## src/rtl/fir_axis_out_fifo_if.sv

```systemverilog
// AXI-Stream beat bundle used on both sides of fir_axis_out_fifo.
//   tdata  : sample, DATA_WIDTH bits
//   tvalid : beat valid
//   tlast  : last beat of a packet
//   tready : receiver ready
// Modports:
//   master : drives tdata/tvalid/tlast, observes tready
//   slave  : observes tdata/tvalid/tlast, drives tready
interface fir_axis_out_fifo_if #(
  parameter int DATA_WIDTH = 16
);
  logic [DATA_WIDTH-1:0] tdata;
  logic                  tvalid;
  logic                  tlast;
  logic                  tready;

  modport master (output tdata, output tvalid, output tlast, input tready);
  modport slave  (input tdata, input tvalid, input tlast, output tready);
endinterface

```

## src/rtl/fir_axis_out_fifo.sv

```systemverilog
// Downstream AXI-Stream output buffer for the pipelined FIR filter.
// Every FIR beat {tlast, tdata} is captured into a circular first-word-
// fall-through FIFO and re-presented to the sink.
//
// Handshake: a beat moves across an interface on a rising edge where both
// tvalid and tready are 1. The sink side obeys this strictly. On the FIR
// side, s_axis.tready is only an almost-full hint: the FIR may keep sending
// after it falls, and a beat is taken whenever the FIFO has room (or frees a
// slot in the same cycle); beats arriving while full and not popping are
// dropped and flagged.
//
// Ports:
//   clk, reset   : clock, synchronous active-high reset
//   s_axis       : slave side from the FIR (tready = almost-full backpressure)
//   m_axis       : master side to the sink
//   level        : occupancy 0..DEPTH
//   overflow     : sticky, a beat was dropped while full
//   overflow_clr : clears overflow (a same-cycle drop wins)
//   drop_cnt     : only with FIR_OUT_FIFO_DROP_CNT_EN defined; saturating
//                  16-bit count of dropped beats, cleared by overflow_clr
//
// Build option: define FIR_OUT_FIFO_DROP_CNT_EN to add the drop_cnt counter.
module fir_axis_out_fifo #(
  parameter int DATA_WIDTH   = 16,
  parameter int DEPTH        = 16,
  parameter int AFULL_MARGIN = 4
) (
  input  logic                       clk,
  input  logic                       reset,
  fir_axis_out_fifo_if.slave         s_axis,
  fir_axis_out_fifo_if.master        m_axis,
  output logic [$clog2(DEPTH):0]     level,
  output logic                       overflow,
  input  logic                       overflow_clr
`ifdef FIR_OUT_FIFO_DROP_CNT_EN
  ,
  output logic [15:0]                drop_cnt
`endif
);
  localparam int AW = $clog2(DEPTH);
  localparam int PW = AW + 1;

  // Pointers carry one extra wrap bit so full and empty are distinguishable.
  logic [PW-1:0]         wr_ptr;
  logic [PW-1:0]         rd_ptr;
  logic [DATA_WIDTH:0]   mem [DEPTH];
  logic [DATA_WIDTH:0]   head;

  logic full;
  logic empty;
  logic push;
  logic pop;
  logic drop;

  assign level = wr_ptr - rd_ptr;
  assign full  = (level == PW'(DEPTH));
  assign empty = (level == '0);

  assign pop  = !empty && m_axis.tready;
  // A pop in the same cycle frees the slot the write needs, so a full FIFO
  // still accepts the beat in that case.
  assign push = s_axis.tvalid && (!full || pop);
  assign drop = s_axis.tvalid && full && !pop;

  assign s_axis.tready = (level < PW'(DEPTH - AFULL_MARGIN));

  assign head          = mem[rd_ptr[AW-1:0]];
  assign m_axis.tvalid = !empty;
  assign m_axis.tdata  = empty ? '0 : head[DATA_WIDTH-1:0];
  assign m_axis.tlast  = empty ? 1'b0 : head[DATA_WIDTH];

  // Storage is not reset; contents are only visible behind valid pointers.
  always_ff @(posedge clk) begin
    if (push) begin
      mem[wr_ptr[AW-1:0]] <= {s_axis.tlast, s_axis.tdata};
    end
  end

  always_ff @(posedge clk) begin
    if (reset) begin
      wr_ptr <= '0;
      rd_ptr <= '0;
    end else begin
      if (push) wr_ptr <= wr_ptr + 1'b1;
      if (pop)  rd_ptr <= rd_ptr + 1'b1;
    end
  end

  // Drop takes priority over clear so a drop is never lost.
  always_ff @(posedge clk) begin
    if (reset) begin
      overflow <= 1'b0;
    end else if (drop) begin
      overflow <= 1'b1;
    end else if (overflow_clr) begin
      overflow <= 1'b0;
    end
  end

`ifdef FIR_OUT_FIFO_DROP_CNT_EN
  always_ff @(posedge clk) begin
    if (reset) begin
      drop_cnt <= '0;
    end else if (overflow_clr) begin
      drop_cnt <= drop ? 16'd1 : 16'd0;
    end else if (drop && (drop_cnt != 16'hFFFF)) begin
      drop_cnt <= drop_cnt + 16'd1;
    end
  end
`endif

endmodule

```

## src/flat_wrapper.sv

```systemverilog
// flat-port wrapper written by rule: the top's interface ports become plain ports
module fir_axis_out_fifo_flat 
#(
  parameter int DATA_WIDTH   = 16,
  parameter int DEPTH        = 16,
  parameter int AFULL_MARGIN = 4
)
  (clk, reset, level, overflow, overflow_clr, s_axis_tdata, s_axis_tvalid, s_axis_tlast, s_axis_tready, m_axis_tdata, m_axis_tvalid, m_axis_tlast, m_axis_tready);
  fir_axis_out_fifo_if #(.DATA_WIDTH(DATA_WIDTH)) s_axis_i ();
  fir_axis_out_fifo_if #(.DATA_WIDTH(DATA_WIDTH)) m_axis_i ();
  input  logic clk;
  input  logic reset;
  output logic [$clog2(DEPTH):0] level;
  output logic overflow;
  input  logic overflow_clr;
  input wire logic [$bits(s_axis_i.tdata)-1:0] s_axis_tdata;
  input wire logic [$bits(s_axis_i.tvalid)-1:0] s_axis_tvalid;
  input wire logic [$bits(s_axis_i.tlast)-1:0] s_axis_tlast;
  output wire logic [$bits(s_axis_i.tready)-1:0] s_axis_tready;
  output wire logic [$bits(m_axis_i.tdata)-1:0] m_axis_tdata;
  output wire logic [$bits(m_axis_i.tvalid)-1:0] m_axis_tvalid;
  output wire logic [$bits(m_axis_i.tlast)-1:0] m_axis_tlast;
  input wire logic [$bits(m_axis_i.tready)-1:0] m_axis_tready;
  assign s_axis_i.tdata = s_axis_tdata;
  assign s_axis_i.tvalid = s_axis_tvalid;
  assign s_axis_i.tlast = s_axis_tlast;
  assign s_axis_tready = s_axis_i.tready;
  assign m_axis_tdata = m_axis_i.tdata;
  assign m_axis_tvalid = m_axis_i.tvalid;
  assign m_axis_tlast = m_axis_i.tlast;
  assign m_axis_i.tready = m_axis_tready;
  fir_axis_out_fifo #(.DATA_WIDTH(DATA_WIDTH), .DEPTH(DEPTH), .AFULL_MARGIN(AFULL_MARGIN)) u_core (.clk(clk), .reset(reset), .s_axis(s_axis_i), .m_axis(m_axis_i), .level(level), .overflow(overflow), .overflow_clr(overflow_clr));
endmodule
```

## config.mk

```make
export PLATFORM = sky130hd
export DESIGN_NAME = fir_axis_out_fifo_flat
export DESIGN_NICKNAME = d
export VERILOG_FILES = /design/src/rtl/fir_axis_out_fifo_if.sv /design/src/rtl/fir_axis_out_fifo.sv /design/src/flat_wrapper.sv
export SDC_FILE = /design/constraint.sdc
export NUM_CORES = 1
export LEC_CHECK = 0
export ABC_AREA = 1
export ABC_CLOCK_PERIOD_IN_PS = 2800
export BUFFER_PORTS_ARGS = -buffer_cell sky130_fd_sc_hd__buf_2
export CORE_MARGIN = 10
export CORE_UTILIZATION = 25
export DETAILED_ROUTE_END_ITERATION = 6
export PLACE_DENSITY_LB_ADDON = 0.15
export SYNTH_ARGS = -nofsm -noshare
export SYNTH_HDL_FRONTEND = slang
export SYNTH_SLANG_ARGS = --single-unit
```

## constraint.sdc

```tcl
create_clock -name clk -period 2.8 [get_ports clk]
set_clock_uncertainty 0.1 [all_clocks]
set_input_delay 0.14 -clock clk [delete_from_list [all_inputs] [get_ports clk]]
set_output_delay 0.14 -clock clk [all_outputs]
set_load 0.01 [all_outputs]
```

==> key figures <==
STA
  – Worst slew margin relative to its limit: 62.6%
  – Setup-failing EPs final: 0
  – Number of hold violations in the final report: 0
  – Final worst path period share: 95.8%
  – Pin slew with the least headroom to its limit: 560 ps
  – Setup slack of the critical path after layout: 117 ps
  – Final count of pins violating max slew: 0
  – Hold slack: 26.4 ps
  – Fin crit period: 2680 ps
  – Max Fclk: 373 MHz

CTS
  – Clock sink total: 287
  – Clock-pin slew on the worst setup and hold paths: 60 ps
  – Cell at the root of the clock tree: clkbuf_16
  – Number of clock buffers inserted by TritonCTS: 34
  – CTS tree: built
  – Worst-case clock buffer depth: 3
  – H-Tree Depth: 2
  – Latest clock arrival within the worst-skew pair: 520 ps

Cells and area
  – Area delta synth->final: 24.3%
  – Area of all sequential standard cells: 8480 um^2
  – Finished Layout Cells: 1691
  – Fraction of layout instances using a drive strength above 1: 19.4%
  – Fillers: 4695
  – Number of nets in the layout: 1091
  – Area used by multi-input combinational logic: 3050 um^2

Yosys
  – Portion of synthesized cell area occupied by the leading cell type: 69.4%
  – Most instantiated library cell after synthesis: edfxtp_1
  – Per-instance average area after synthesis: 12.2 um^2
  – Number of distinct standard cells referenced by the synthesized netlist: 27
  – Mapped Nets: 996
  – Proportion of register bits with asynchronous set or reset after synthesis: 0%
  – Post-synthesis cell type with the largest combined area: edfxtp_1
  – Top_reg_cell synth: edfxtp_1
  – Seq/Total Area, Yosys: 71.9%
  – Number of storage elements in the synthesis netlist: 287
  – Number of enable-type register cells in the synthesized netlist: 272
  – Largest cells by area after synthesis: edfxtp_1, nand2_1, a21oi_1
  – Total of warnings raised by yosys: 0
  – Top cell types by occurrence after synthesis: edfxtp_1, nand2_1, a21oi_1
  – Syn Std Cell Area: 11800 um^2
  – Gate Count Post-Synth: 964

Place
  – Routability congestion estimate: 0.851
  – Final HPWL DP: 21900 um
  – Total instance count after detailed placement: 1599
  – Worst slack, placed: 30.0 ps
  – Number of buffers inserted by port buffering: 46

Worst setup path
  – Kind of launch point of the worst setup path: register
  – Nature of the critical path endpoint: output port
  – Setup CP Type: register to output port
  – Maximum fanout along the worst path: 8
  – Arr. time, crit path: 2440 ps
  – Required time of the critical path: 2560 ps

Detailed routing
  – Antenna Violating Nets Remaining: 0
  – Pre-Repair DR Iteration Count: 5
  – Via count normalized by instance count: 4.60
  – Total length of routed wires: 35200 um
  – Initial drt markers: 494
  – Post-route DRC violation count: 0
  – Average wire length per cell after detail routing: 20.8 um
  – Vias: 7780

Power
  – Leakage: 5.22 nW
  – Internal power of the cells: 8.14 mW
  – PD cells: 776 nW/um^2
  – Relative contribution of combinational cells to total power: 19.6%
  – Share of total power consumed by net switching: 28.4%
  – VDD IR-drop max: 0.000329 V
  – Register share of total power: 42.5%
  – Part of the power in the clock network: 37.9%
  – Power spent charging and discharging nets: 3.22 mW

Floorplan
  – Die Span Y: 237 um
  – Boundary pin count: 47
  – Number of standard-cell rows in the floorplan: 79
  – Initial Util: 25.3%
  – Core Box Area: 46600 um^2
  – Total Die Area: 56200 um^2
  – Die Width: 237 um

Global routing
  – Initial antenna violation count: 2
  – Vias in the first global route: 7480
  – Total grt overflow: 0
  – GRT Total Usage: 12.0%
  – First-pass GRT wire length: 50300 um
  – Maximum number of pins on one net before global-route repair: 69

Hold path
  – Classification of the worst-slack hold path: input pin to register

Status
  – Result of the run: complete, no violations

Run
  – Max-Cap Viols: 0
[registers in the layout, indices dropped and copies added, names as in the netlist, named ones only]
| name | count |
|---|---|
| u_core.rd_ptr | 5 |
| u_core.overflow | 1 |
| u_core.wr_ptr | 5 |
| u_core.mem | 272 |
[final cells by class]
| class | instances | share of cell area (%) |
|---|---|---|
| Antenna cell | 1 | 0.0171 |
| Clock buffer | 43 | 6.26 |
| Clock inverter | 17 | 1.15 |
| Inverter | 31 | 0.914 |
| Multi-Input combinational cell | 589 | 20.8 |
| Sequential cell | 287 | 57.9 |
| Tap cell | 607 | 5.19 |
| Timing Repair Buffer | 114 | 7.60 |
| Timing Repair inverter | 2 | 0.137 |
[worst max-delay path, stage by stage (launching register included)]
cell and delay [ps]:
dfxtp_2 330, inv_2 40, ha_2 160, inv_2 60, fa_2 440, inv_2 60, nand2_2 50, nor2_4 100
inv_2 50, nor2_4 170, nand2_8 140, inv_8 100, nor2_1 50, buf_2 140
[power by group through the flow]
stage / clock (mW) / sequential (mW) / combinational (mW)
floorplan: 0 / 4.89 / 1.21
global placement: 0 / 4.94 / 2.03
detailed placement: 0 / 4.94 / 2.01
CTS: 4.44 / 4.85 / 2.12
global route: 4.61 / 4.83 / 2.46
finish: 4.31 / 4.83 / 2.23
[logic make-up (layout without fill, tap and decap cells)]
| family | after synthesis | in the layout | share of synthesized area (%) |
|---|---|---|---|
| and+or+nand+nor | 357 | 357 | 12.3 |
| DFF | 287 | 287 | 71.9 |
| AOI/OAI and AO/OA | 216 | 216 | 10.7 |
| buffers and inverters | 88 | 207 | 3.52 |
| adders and majority gates | 10 | 10 | 1.13 |
| xor gates and xnor gates | 6 | 6 | 0.446 |
| other | 0 | 1 | 0 |
[metal layers]
metal	GRT usage [%]	part of all wire [%]	up-vias
li1	-	-	3673
met1	16.6	48	3872
met2	18.7	46	196
met3	1.98	4.4	39
met4	3.59	2.2	0
met5	0	0	-
[path summary, 6_finish.rpt]
kind / startpoint / end / slack, ps / depth (start not counted)
setup / recovery: u_core.wr_ptr[0] / m_axis_tdata[0] / 120 / 13
hold / removal: s_axis_tdata[10] / u_core.mem[3][10] / 30 / 1
setup reg to reg: u_core.wr_ptr[0] / u_core.overflow / 200 / 14
hold reg to reg: u_core.rd_ptr[4] / u_core.rd_ptr[4] / 370 / 2
[repair_timing]
| action | 4_1_cts | 5_1_grt |
|---|---|---|
| hold buffers | 19 | 0 |
| endpoints found under the setup margin | 17 | 274 |
| cloned | 1 | 3 |
| gates resized for setup | 17 | 28 |
| setup buffers | 3 | 5 |
| pin swaps | 5 | 4 |
| hold endpoints to repair | 191 | 0 |
[metrics by stage]
| step | cell area (um^2) | utilization (%) | setup TNS [ps] | total power, mW |
|---|---|---|---|---|
| 2_1_floorplan | 11800 | - | -25620 | 6.11 |
| 3_3_place_gp | 13100 | 28.1 | 0 | 6.96 |
| 3_5_place_dp | 13100 | 28.1 | 0 | 6.95 |
| 4_1_cts | 14400 | 31.0 | -1.86 | 11.4 |
| 5_1_grt | 14600 | 31.4 | -0.869 | 11.9 |
| 6_report | 14600 | 31.4 | 0 | 11.4 |
[cell usage in the layout (no fill, tap or decap), drive strengths merged, types with 3 or more instances in the layout]
cell type,n
edfxtp,272
nand2,256
a21oi,145
buf,93
a22oi,68
nand3,54
nor2,46
clkbuf,45
inv,31
dlygate4sd3,19
dfxtp,15
clkinv,15
ha,9
xor2,6
bufinv,3
o21ai,3
Power figures use the tool's default switching activity.
